$ cat src/rtl/r2r_wavegen.sv
// rtl/r2r_wavegen.sv - R2R ladder sample source: external pass-through, sawtooth, triangle, table playback
module r2r_wavegen #(
    parameter int WIDTH     = 8,
    parameter int DIV_WIDTH = 16,
    parameter int DEPTH     = 16,
    parameter int DIV_RESET = 999
) (
    input  logic                 clk,
    input  logic                 rst,
    input  logic [WIDTH-1:0]     data_in,
    input  logic [1:0]           mode_in,
    input  logic [DIV_WIDTH-1:0] div_in,
    input  logic                 load_divider,
    input  logic                 tbl_wr,
    input  logic                 tbl_clr,
    output logic [WIDTH-1:0]     r2r_out,
    output logic                 tick
);

    localparam int AW = (DEPTH > 1) ? $clog2(DEPTH) : 1;

    typedef enum logic [1:0] {
        MODE_EXT = 2'd0,
        MODE_SAW = 2'd1,
        MODE_TRI = 2'd2,
        MODE_TBL = 2'd3
    } mode_t;

    mode_t                mode_q;
    logic [DIV_WIDTH-1:0] div;
    logic [DIV_WIDTH-1:0] cnt;
    logic [WIDTH-1:0]     idx;
    logic                 dir_down;
    logic [AW-1:0]        rd_ptr;
    logic [AW-1:0]        wr_ptr;
    logic [WIDTH-1:0]     mem [DEPTH];

    logic                 mode_chg;
    logic                 cnt_hit;
    logic                 tc;
    logic [WIDTH-1:0]     tri_next;
    logic [AW-1:0]        rd_next;

    // A mode change or divider load restarts the period, so it suppresses that cycle's terminal count.
    always_comb begin
        mode_chg = (mode_in != mode_q);
        cnt_hit  = (cnt == div);
        tc       = cnt_hit && !load_divider && !mode_chg;
        tri_next = dir_down ? (idx - 1'b1) : (idx + 1'b1);
        rd_next  = rd_ptr + 1'b1;
    end

    always_ff @(posedge clk) begin
        if (rst) begin
            r2r_out  <= '0;
            tick     <= 1'b0;
            div      <= DIV_WIDTH'(DIV_RESET);
            cnt      <= '0;
            idx      <= '0;
            dir_down <= 1'b0;
            rd_ptr   <= '0;
            wr_ptr   <= '0;
            mode_q   <= MODE_EXT;
            for (int i = 0; i < DEPTH; i++) begin
                mem[i] <= '0;
            end
        end else begin
            tick <= tc;

            if (load_divider) begin
                div <= div_in;
            end

            if (load_divider || mode_chg || cnt_hit) begin
                cnt <= '0;
            end else begin
                cnt <= cnt + 1'b1;
            end

            // Table reads below see the pre-write contents, so a same-entry read returns the old value.
            if (tbl_wr) begin
                mem[wr_ptr] <= data_in;
            end
            if (tbl_clr) begin
                wr_ptr <= '0;
            end else if (tbl_wr) begin
                wr_ptr <= wr_ptr + 1'b1;
            end

            if (mode_chg) begin
                mode_q   <= mode_t'(mode_in);
                idx      <= '0;
                dir_down <= 1'b0;
                rd_ptr   <= '0;
                case (mode_in)
                    2'd0:    r2r_out <= data_in;
                    2'd3:    r2r_out <= mem[0];
                    default: r2r_out <= '0;
                endcase
            end else begin
                case (mode_q)
                    MODE_EXT: begin
                        r2r_out <= data_in;
                    end
                    MODE_SAW: begin
                        if (tc) begin
                            idx     <= idx + 1'b1;
                            r2r_out <= idx + 1'b1;
                        end
                    end
                    MODE_TRI: begin
                        // Direction flips on the same edge the endpoint is written, so endpoints never repeat.
                        if (tc) begin
                            idx     <= tri_next;
                            r2r_out <= tri_next;
                            if (tri_next == '1) begin
                                dir_down <= 1'b1;
                            end else if (tri_next == '0) begin
                                dir_down <= 1'b0;
                            end
                        end
                    end
                    MODE_TBL: begin
                        if (tc) begin
                            rd_ptr  <= rd_next;
                            r2r_out <= mem[rd_next];
                        end
                    end
                    default: begin
                        r2r_out <= r2r_out;
                    end
                endcase
            end
        end
    end

endmodule

$ cat config.mk
export PLATFORM = sky130hd
export DESIGN_NAME = r2r_wavegen
export DESIGN_NICKNAME = d
export VERILOG_FILES = /design/src/rtl/r2r_wavegen.sv
export SDC_FILE = /design/constraint.sdc
export NUM_CORES = 1
export LEC_CHECK = 0
export BUFFER_PORTS_ARGS = -buffer_cell sky130_fd_sc_hd__buf_2
export CAP_MARGIN = 15
export CORE_MARGIN = 4
export CORE_UTILIZATION = 55
export CTS_CLUSTER_DIAMETER = 120
export DETAILED_ROUTE_END_ITERATION = 7
export GPL_TIMING_DRIVEN = 0
export PLACE_DENSITY = 0.72
export SKIP_LAST_GASP = 1
export SLEW_MARGIN = 20
export SYNTH_ARGS = -nofsm -noshare
export SYNTH_HDL_FRONTEND = slang
export SYNTH_SLANG_ARGS = --single-unit
$ cat constraint.sdc
create_clock -name clk -period 2.9 [get_ports clk]
set_input_delay 0.29 -clock clk [delete_from_list [all_inputs] [get_ports clk]]
set_output_delay 0.29 -clock clk [all_outputs]
set_load 0.1 [all_outputs]
==> flow_summary.ini, run 1 <==
[global_routing]
antenna_found_initial = 0
grt_util_all_layers_pct = 27.6
use_met1_pct = 38.0
grt_pass1_vias = 7222
use_met2_pct = 43.4
grt_first_pass_wirelength_um = 41400
overflow = 0
gr-usage-met3_pct = 5.63
grt_max_degree = 18
busiest_layer = met2

[setup_path]
r2r_slack_ns = 0.25
crit_chain = ha_1 -> buf_4 -> clkbuf_2 -> mux4_2 -> mux2i_1 -> o2111ai_1 -> a31oi_1 -> a211oi_1
start_kind = register
crit_path_end_kind = register
cp_num_buf_inv = 2
required_ns = 3.19
crit_fanout = 17
critical_path_arrival_ns = 2.94
reg2reg_from = rd_ptr[0]$_SDFFE_PP0P_
reg2reg_depth = 8
worstSetupPathType = reg -> reg
slowest_stage = clkbuf_2
cp_slowest_stage_delay_ns = 0.45
reg2reg_to = r2r_out[4]$_SDFFE_PP0P_
path_delay_family = buffers and inverters

[layout]
final_cell_mix = and3_1, edfxtp_1, dfxtp_1
layout_commonest_cell = and3_1
fin_cells = 1115
fill_cells = 1368
drive_above_1_share_pct = 16.1
antenna_cells = 0
syn2layout_area_growth_pct = 11.3
final_nets = 918
utilization_pct = 62.2

[flow_run]
maxCapViolations = 0

[synthesis]
yosysTopAreaCell = edfxtp_1
synth-edff-count = 128
avgSynthCellArea_um2 = 11.7
async_flop_share_pct = 0
synth_top_area_share_pct = 40.0
ys_types = 72
synth.cell_area_um2 = 9600
ys_seq_elements = 188
synth_cells = 820
yosys_most_used_dff = edfxtp_1
yosysWarningCount = 0
seq_area_frac_synth_pct = 52.5
synthTopCellsByArea = edfxtp_1, dfxtp_1, and3_1
syn_nets = 861

[placed_design]
dp_cells = 1084
gp_congestion = 0.898
dp_hpwl_um = 18700
io_buffers = 38

[sta]
period_needed_ns = 2.65
worst_pin_slew_ns = 0.808
finalSetupViolCount = 0
finalCritPeriodShare_pct = 91.4
rsz0062_at_grt = false
finalMaxSlewViolations = 0
fin_setup_tns_ns = 0
hold_viol_final = 0
skew_ns = 0.00883
clock.fmax_ghz = 0.377
slew_headroom_pct = 46.1

[min_path]
min_to = wr_ptr[1]$_SDFFE_PP0P_
hold_depth = 2
worstHoldPathType = in -> reg
hp-start = tbl_clr

[drt]
first_iter_violations = 1114
ant_nets = 0
viasPerCell = 6.50
drt-pass1-iter-count = 5
remaining_drc_errors = 0
wl_um = 26800
via_count = 7252
wl_per_cell_um = 24.0

[power]
leakage_nw = 4.29
p_per_area_nw_per_um2 = 546
peakVddDrop_mv = 0.449
p_total_mw = 5.84

[floorplanning]
core-area_um2 = 17200
pin_count = 40
rows = 48
dieWidth_um = 140
fp.dieArea_um2 = 19600
die_h_um = 140
start_util_pct = 55.9

[cts]
worst_skew_pair.late_latency_ns = 0.44
clkSlewWorstSetupHoldPaths_ns = 0.07
clock-sinks = 188
ctsLongestPathBuffers = 2
cts_setup_buffers = 0
post_cts_hold_buffer_count = 0
cts_tree = yes
ctsHtreeMaxLevel = 4
cts_buffers = 17
root_buffer = clkbuf_16

[status]
status = completed
## synth_stat cells (2+ instances only)
cell and count:
mux4_2 30, a21o_1 6, o211ai_1 4, nand2_1 50, clkbuf_1 45, xor2_1 23, nor2b_1 3, and4_1 3
nor2_1 58, nor4_1 2, buf_4 6, nor3b_1 2, a22oi_1 8, and3_1 137, mux2i_1 39, a211oi_1 2
nor4b_1 2, nor3_1 8, xnor2_1 34, buf_6 5, nand3_1 20, buf_1 6, dfxtp_1 60, nand4_1 13
buf_2 10, or3_1 4, o21ai_0 13, nand3b_1 5, o2111ai_1 2, and2_1 5, a31oi_1 4, a21oi_1 11
a311oi_1 3, ha_1 10, inv_1 12, nand2b_1 8, edfxtp_1 128, o22ai_1 4, and4bb_2 2
## cell families (layout without fill, tap and decap cells)
logic type	count (synthesis)	in the layout	synth area share (%)
buffers and inverters	85	155	4.12
AO/OA/AOI/OAI	72	72	5.45
adder cells (fa/ha/maj)	10	10	1.30
multiplexers	71	71	11.5
AND/OR/NAND/NOR	335	335	19.5
XOR/XNOR	59	59	5.54
flip-flops	188	188	52.5
## metrics by stage
step           cell area (um^2)  setup slack [ns]  hold WS, ns
6_report                  10700             0.250       0.0611
5_1_grt                   10700            0.0812       0.0612
4_1_cts                   10700            0.0953       0.0513
3_5_place_dp              10100             0.105        0.471
3_3_place_gp              10100            0.0328        0.465
2_1_floorplan              9600             0.710        0.367
## worst max-delay path by stage
stage / from / to / cells past startpoint
2_1_floorplan: rd_ptr[0]$_SDFFE_PP0P_ / r2r_out[7]$_SDFFE_PP0P_ / 8
3_3_place_gp: tbl_wr / mem[3][0]$_SDFFCE_PN0P_ / 5
3_5_place_dp: rd_ptr[0]$_SDFFE_PP0P_ / r2r_out[4]$_SDFFE_PP0P_ / 9
4_1_cts: rd_ptr[0]$_SDFFE_PP0P_ / r2r_out[4]$_SDFFE_PP0P_ / 9
5_1_grt: rd_ptr[0]$_SDFFE_PP0P_ / r2r_out[4]$_SDFFE_PP0P_ / 8
6_report: rd_ptr[0]$_SDFFE_PP0P_ / r2r_out[4]$_SDFFE_PP0P_ / 8
## worst register-to-register path, delay by kind of cell (launching register included)
family | cells | cell delay [ns]
buffers and inverters | 2 | 0.77
muxes | 2 | 0.58
AOI/OAI and AO/OA | 3 | 0.50
DFF | 1 | 0.37
adders and majority gates | 1 | 0.30
## metal layers
layer | up-vias | wire, um
met5 | - | 0
met1 | 3554 | 10500
li1 | 3166 | -
met4 | 0 | 1080
met2 | 454 | 12500
met3 | 78 | 2730
## power breakdown
part	internal (mW)	switching, mW
sequential	2.95	0.0437
clock	1.30	1.08
combinational	0.130	0.332
total	4.38	1.46
## sequential cells by signal, summed over array words and instances (netlist names)
register and count:
rd_ptr 4, dir_down 1, mem 128, cnt 16
r2r_out 8, div 16, wr_ptr 4, mode_q 2
tick 1, idx 8
## layout make-up
cell class,count,area (um^2),share of cell area [%]
plain buffers,72,349,3.27
flip-flops and latches,188,5040,47.2
clock inverters,11,92.6,0.866
well taps,225,282,2.63
clock buffers,21,514,4.81
multi-input cells,547,4170,39.0
repair buffers,39,195,1.83
inverters,12,45.0,0.421
## timing repair
action | CTS | global route
hold endpoints to repair | 0 | 0
gates resized for setup | 0 | 3
endpoints found under the setup margin | 0 | 4
Power figures use the tool's default switching activity.
==> inputs of run 2 (changes only) <==
--- a/config.mk
+++ b/config.mk
@@ -8,13 +8,12 @@
 export BUFFER_PORTS_ARGS = -buffer_cell sky130_fd_sc_hd__buf_2
 export CAP_MARGIN = 15
 export CORE_MARGIN = 4
-export CORE_UTILIZATION = 55
+export CORE_UTILIZATION = 53
 export CTS_CLUSTER_DIAMETER = 120
 export DETAILED_ROUTE_END_ITERATION = 7
 export GPL_TIMING_DRIVEN = 0
-export PLACE_DENSITY = 0.72
+export PLACE_DENSITY = 0.7
 export SKIP_LAST_GASP = 1
-export SLEW_MARGIN = 20
 export SYNTH_ARGS = -nofsm -noshare
 export SYNTH_HDL_FRONTEND = slang
 export SYNTH_SLANG_ARGS = --single-unit
==> run 2 against run 1 <==
Effect of this change: sequential cell count stayed put; clock power is 6% lower; die area is 3.6% higher; total power is 2.4% lower.
==> flow_summary.ini, run 2 (synthesis results as in run 1) <==
[power]
p_total_mw = 5.70
p_per_area_nw_per_um2 = 536
leakage_nw = 4.27
peakVddDrop_mv = 0.392

[global_routing]
grt_max_degree = 17
grt_pass1_vias = 6994
overflow = 0
antenna_found_initial = 1
grt_util_all_layers_pct = 26.2
grt_first_pass_wirelength_um = 39900

[placed_design]
io_buffers = 38
dp_hpwl_um = 18400
gp_congestion = 0.892
pre_cts_ws_ns = 0.0299
dp_cells = 1083

[setup_path]
cp_num_buf_inv = 2
crit_fanout = 17
required_ns = 3.19
critical_path_arrival_ns = 2.99
crit_chain = ha_1 -> buf_4 -> clkbuf_2 -> mux4_2 -> mux2i_1 -> o2111ai_1 -> a31oi_1 -> a211oi_1
path_delay_family = buffers and inverters
slowest_stage = clkbuf_2
start_kind = register
cp_slowest_stage_delay_ns = 0.41
worstSetupPathType = reg -> reg
crit_path_end_kind = register

[sta]
period_needed_ns = 2.70
finalSetupViolCount = 0
worst_pin_slew_ns = 1.06
skew_ns = 0.00842
finalMaxSlewViolations = 0
hold_viol_final = 0
slew_headroom_pct = 29.1
setup_slack_ns = 0.199
rsz0062_at_grt = false
clock.fmax_ghz = 0.370
finalCritPeriodShare_pct = 93.1

[layout]
final_cell_mix = and3_1, edfxtp_1, dfxtp_1
reg_top3 = mem: 128 flops, cnt: 16 flops, div: 16 flops
top_register = mem
fin_cells = 1113
final_nets = 917
drive_above_1_share_pct = 15.9
largest_register_ff_count = 128
layout_commonest_cell = and3_1
antenna_cells = 0
syn2layout_area_growth_pct = 10.8
utilization_pct = 60.6

[drt]
first_iter_violations = 1016
drt-pass1-iter-count = 6
viasPerCell = 6.41
wl_met3_um = 2940
ant_nets = 0
wl_per_cell_um = 23.5
via_count = 7129
wl_um = 26200
routed.top_layer = met4
m1WireLength_um = 10200
dr_wl_met2_um = 12200
remaining_drc_errors = 0

[cts]
worst_skew_pair.late_latency_ns = 0.44
cts_tree = yes
ctsLongestPathBuffers = 2
cts_buffers = 17
root_buffer = clkbuf_16
clkSlewWorstSetupHoldPaths_ns = 0.07
ctsHtreeMaxLevel = 4
clock-sinks = 188

[min_path]
worstHoldPathType = in -> reg

[floorplanning]
pin_count = 40
start_util_pct = 54.7
dieWidth_um = 143
rows = 48
fp.dieArea_um2 = 20300
core-area_um2 = 17500
die_h_um = 143

[status]
status = completed

[flow_run]
maxCapViolations = 0
[run 2: cell type report]
type	count	area (um^2)
plain buffers	72	349
fillers	1413	6900
multi-input cells	547	4170
clock buffers	19	475
clock inverters	12	82.6
well taps	225	282
flip-flops and latches	188	5040
inverters	12	45.0
repair buffers	38	190
[run 2: final timing paths]
path,start,endpoint,slack (ns),cells past startpoint
max,rd_ptr[0]$_SDFFE_PP0P_,r2r_out[4]$_SDFFE_PP0P_,0.20,8
min,tbl_clr,wr_ptr[0]$_SDFFE_PP0P_,0.06,2
max reg2reg,rd_ptr[0]$_SDFFE_PP0P_,r2r_out[4]$_SDFFE_PP0P_,0.20,8
min reg2reg,r2r_out[1]$_SDFFE_PP0P_,r2r_out[1]$_SDFFE_PP0P_,0.50,2
[run 2: power breakdown]
part	switching (mW)	internal, mW
registers	0.0425	2.95
logic	0.331	0.129
clock network	1.04	1.20
[run 2: layer usage]
metal  vias up  GRT usage, %
met5         -             0
met4         0          10.4
met3        61          7.06
met2       458          40.2
met1      3451          35.8
li1       3159             -
[run 2: repair_timing]
item	4_1_cts	5_1_grt
hold buffers	0	0
endpoints found under the hold margin	0	0
gates resized for setup	0	3
setup endpoints to repair	0	3
setup buffers	0	0
[run 2: worst reg2reg max path: cells and delay by family, from the launching register on]
| family | cells | cell delay, ns |
|---|---|---|
| mux | 2 | 0.58 |
| buf+inv | 2 | 0.72 |
| compound gates | 3 | 0.57 |
| flops | 1 | 0.38 |
| fa+ha+maj | 1 | 0.31 |
[run 2: per-stage QoR]
step,cell area (um^2),setup TNS (ns),hold WS [ns]
global route,10600,0,0.0471
detailed placement,10100,0,0.488
floorplan,9600,0,0.367
global placement,10100,-4.19,0.471
finish,10600,0,0.0596
CTS,10600,0,0.0566
==> inputs of run 3 (changes only) <==
--- a/config.mk
+++ b/config.mk
@@ -7,6 +7,7 @@
 export LEC_CHECK = 0
 export BUFFER_PORTS_ARGS = -buffer_cell sky130_fd_sc_hd__buf_2
 export CAP_MARGIN = 15
+export CORE_ASPECT_RATIO = 1.25
 export CORE_MARGIN = 4
 export CORE_UTILIZATION = 53
 export CTS_CLUSTER_DIAMETER = 120
==> run 3 against run 2 <==
Effect of this change: critical endpoint unchanged; total power up 0.44%; sequential share of layout area down 0.067 points; setup slack worse by 0.073 ns; critical path type unchanged; global-route usage down 0.27 points; design area up 0.14%; critical path depth up 1; highest routed layer is now met5; sequential power about the same; largest cell class unchanged.
==> flow_summary.ini, run 3 (synthesis results as in run 1) <==
[global_routing]
grt_util_all_layers_pct = 26.0
grt_max_degree = 18
grt_first_pass_wirelength_um = 39400
antenna_found_initial = 1
grt_pass1_vias = 6970
overflow = 0

[floorplanning]
rows = 54
fp.dieArea_um2 = 20300
pin_count = 40
core-area_um2 = 17600
die_h_um = 158
dieWidth_um = 128
start_util_pct = 54.4

[drt]
first_iter_violations = 809
drt-pass1-iter-count = 5
via_count = 7056
ant_nets = 0
viasPerCell = 6.33
wl_um = 26200
wl_per_cell_um = 23.5
remaining_drc_errors = 0

[power]
leakage_nw = 4.26
peakVddDrop_mv = 0.429
p_per_area_nw_per_um2 = 537
p_int_mw = 4.27
p_clk_share_pct = 39.7
pwr-share-seq_pct = 52.3
swShare_pct = 25.3
p_sw_mw = 1.45
comb_power_share_pct = 7.9

[sta]
finalMaxSlewViolations = 0
clock.fmax_ghz = 0.360
rsz0062_at_grt = false
fin_setup_tns_ns = 0
finalCritPeriodShare_pct = 95.7
skew_ns = 0.00963
period_needed_ns = 2.77
slew_headroom_pct = 33.4
finalSetupViolCount = 0
hold_viol_final = 0
worst_pin_slew_ns = 0.997

[setup_path]
crit_fanout = 10
reg2reg_from = rd_ptr[0]$_SDFFE_PP0P_
start_kind = register
critical_path_arrival_ns = 3.06
reg2reg_to = r2r_out[4]$_SDFFE_PP0P_
crit_end = r2r_out[4]$_SDFFE_PP0P_
reg2reg_depth = 9
worstSetupPathType = reg -> reg
r2r_slack_ns = 0.13
crit_path_end_kind = register
worstSetupStartpoint = rd_ptr[0]$_SDFFE_PP0P_
required_ns = 3.19

[cts]
cts_tree = yes
ctsHtreeMaxLevel = 4
ctsLongestPathBuffers = 2
cts_setup_buffers = 0
clock-sinks = 188
worst_skew_pair.late_latency_ns = 0.44
root_buffer = clkbuf_16
cts_buffers = 17
clkSlewWorstSetupHoldPaths_ns = 0.07

[placed_design]
dp_hpwl_um = 18500
placed_cell_area_um2 = 10100
io_buffers = 38
gp_congestion = 0.947

[layout]
top_register = mem
fill_cells = 1403
final_area_um2 = 10700
layout_commonest_cell = and3_1
antenna_cells = 0
largest_register_ff_count = 128
layout.area.seq_um2 = 5040
reg_top3 = mem: 128 flops, cnt: 16 flops, div: 16 flops
final_cell_mix = and3_1, edfxtp_1, dfxtp_1
utilization_pct = 60.4
final_nets = 918
syn2layout_area_growth_pct = 10.9
drive_above_1_share_pct = 16.1
multi_input_area_um2 = 4170

[min_path]
worstHoldPathType = in -> reg

[flow_run]
maxCapViolations = 0

[status]
status = completed
## run 3: cell type report
type	instances	area share, %
clock buffers	17	3.99
inverters	12	0.423
repair buffers	38	1.79
plain buffers	73	3.35
well taps	224	2.63
flip-flops and latches	188	47.4
clock inverters	15	1.33
multi-input cells	547	39.1
## run 3: layer usage
layer,track usage (%),part of all wire (%),vias up,routed length [um]
met3,5.03,7.7,79,2030
met1,31.7,38,3465,9900
met2,43.6,50,351,13000
met4,13.8,4.9,2,1280
met5,0,0.027,-,7
li1,-,-,3159,-
## run 3: worst min path at each step
stage / cells past startpoint / to / start / slack, ns
after floorplan: 1 / wr_ptr[0]$_SDFFE_PP0P_ / tbl_clr / 0.37
after global placement: 2 / r2r_out[1]$_SDFFE_PP0P_ / r2r_out[1]$_SDFFE_PP0P_ / 0.48
after detailed placement: 2 / r2r_out[1]$_SDFFE_PP0P_ / r2r_out[1]$_SDFFE_PP0P_ / 0.47
after CTS: 2 / wr_ptr[0]$_SDFFE_PP0P_ / tbl_clr / 0.05
after global routing: 3 / div[8]$_SDFFE_PP1P_ / div_in[8] / 0.07
final: 2 / wr_ptr[0]$_SDFFE_PP0P_ / tbl_clr / 0.06
## run 3: critical path, stage by stage (launching register included)
cell and delay [ns]:
dfxtp_1 0.42, ha_1 0.33, buf_4 0.21, clkbuf_4 0.33, buf_4 0.30, mux4_2 0.37, nand3_1 0.13, o2111ai_1 0.17
a31oi_1 0.27, a211oi_1 0.10
## run 3: power by group through the flow
stage / logic [mW] / registers [mW] / clock network (mW)
global route: 0.482 / 3.00 / 2.38
global placement: 0.436 / 3.05 / 0
CTS: 0.448 / 2.99 / 2.27
detailed placement: 0.446 / 3.05 / 0
finish: 0.455 / 2.99 / 2.27
floorplan: 0.225 / 3.10 / 0
## run 3: timing repair
action                     4_1_cts  5_1_grt
setup endpoints to repair        1        1
gates resized for setup          1        2
hold buffers                     0        0
## run 3: per-stage QoR
step,total power [mW],setup slack (ns),hold WS [ns],cells
6_report,5.72,0.126,0.0624,1114
3_5_place_dp,3.50,-0.000131,0.470,1082
5_1_grt,5.86,0.0649,0.0704,1114
2_1_floorplan,3.32,0.710,0.367,820
3_3_place_gp,3.48,-0.136,0.479,1082
4_1_cts,5.71,0.00555,0.0503,1114
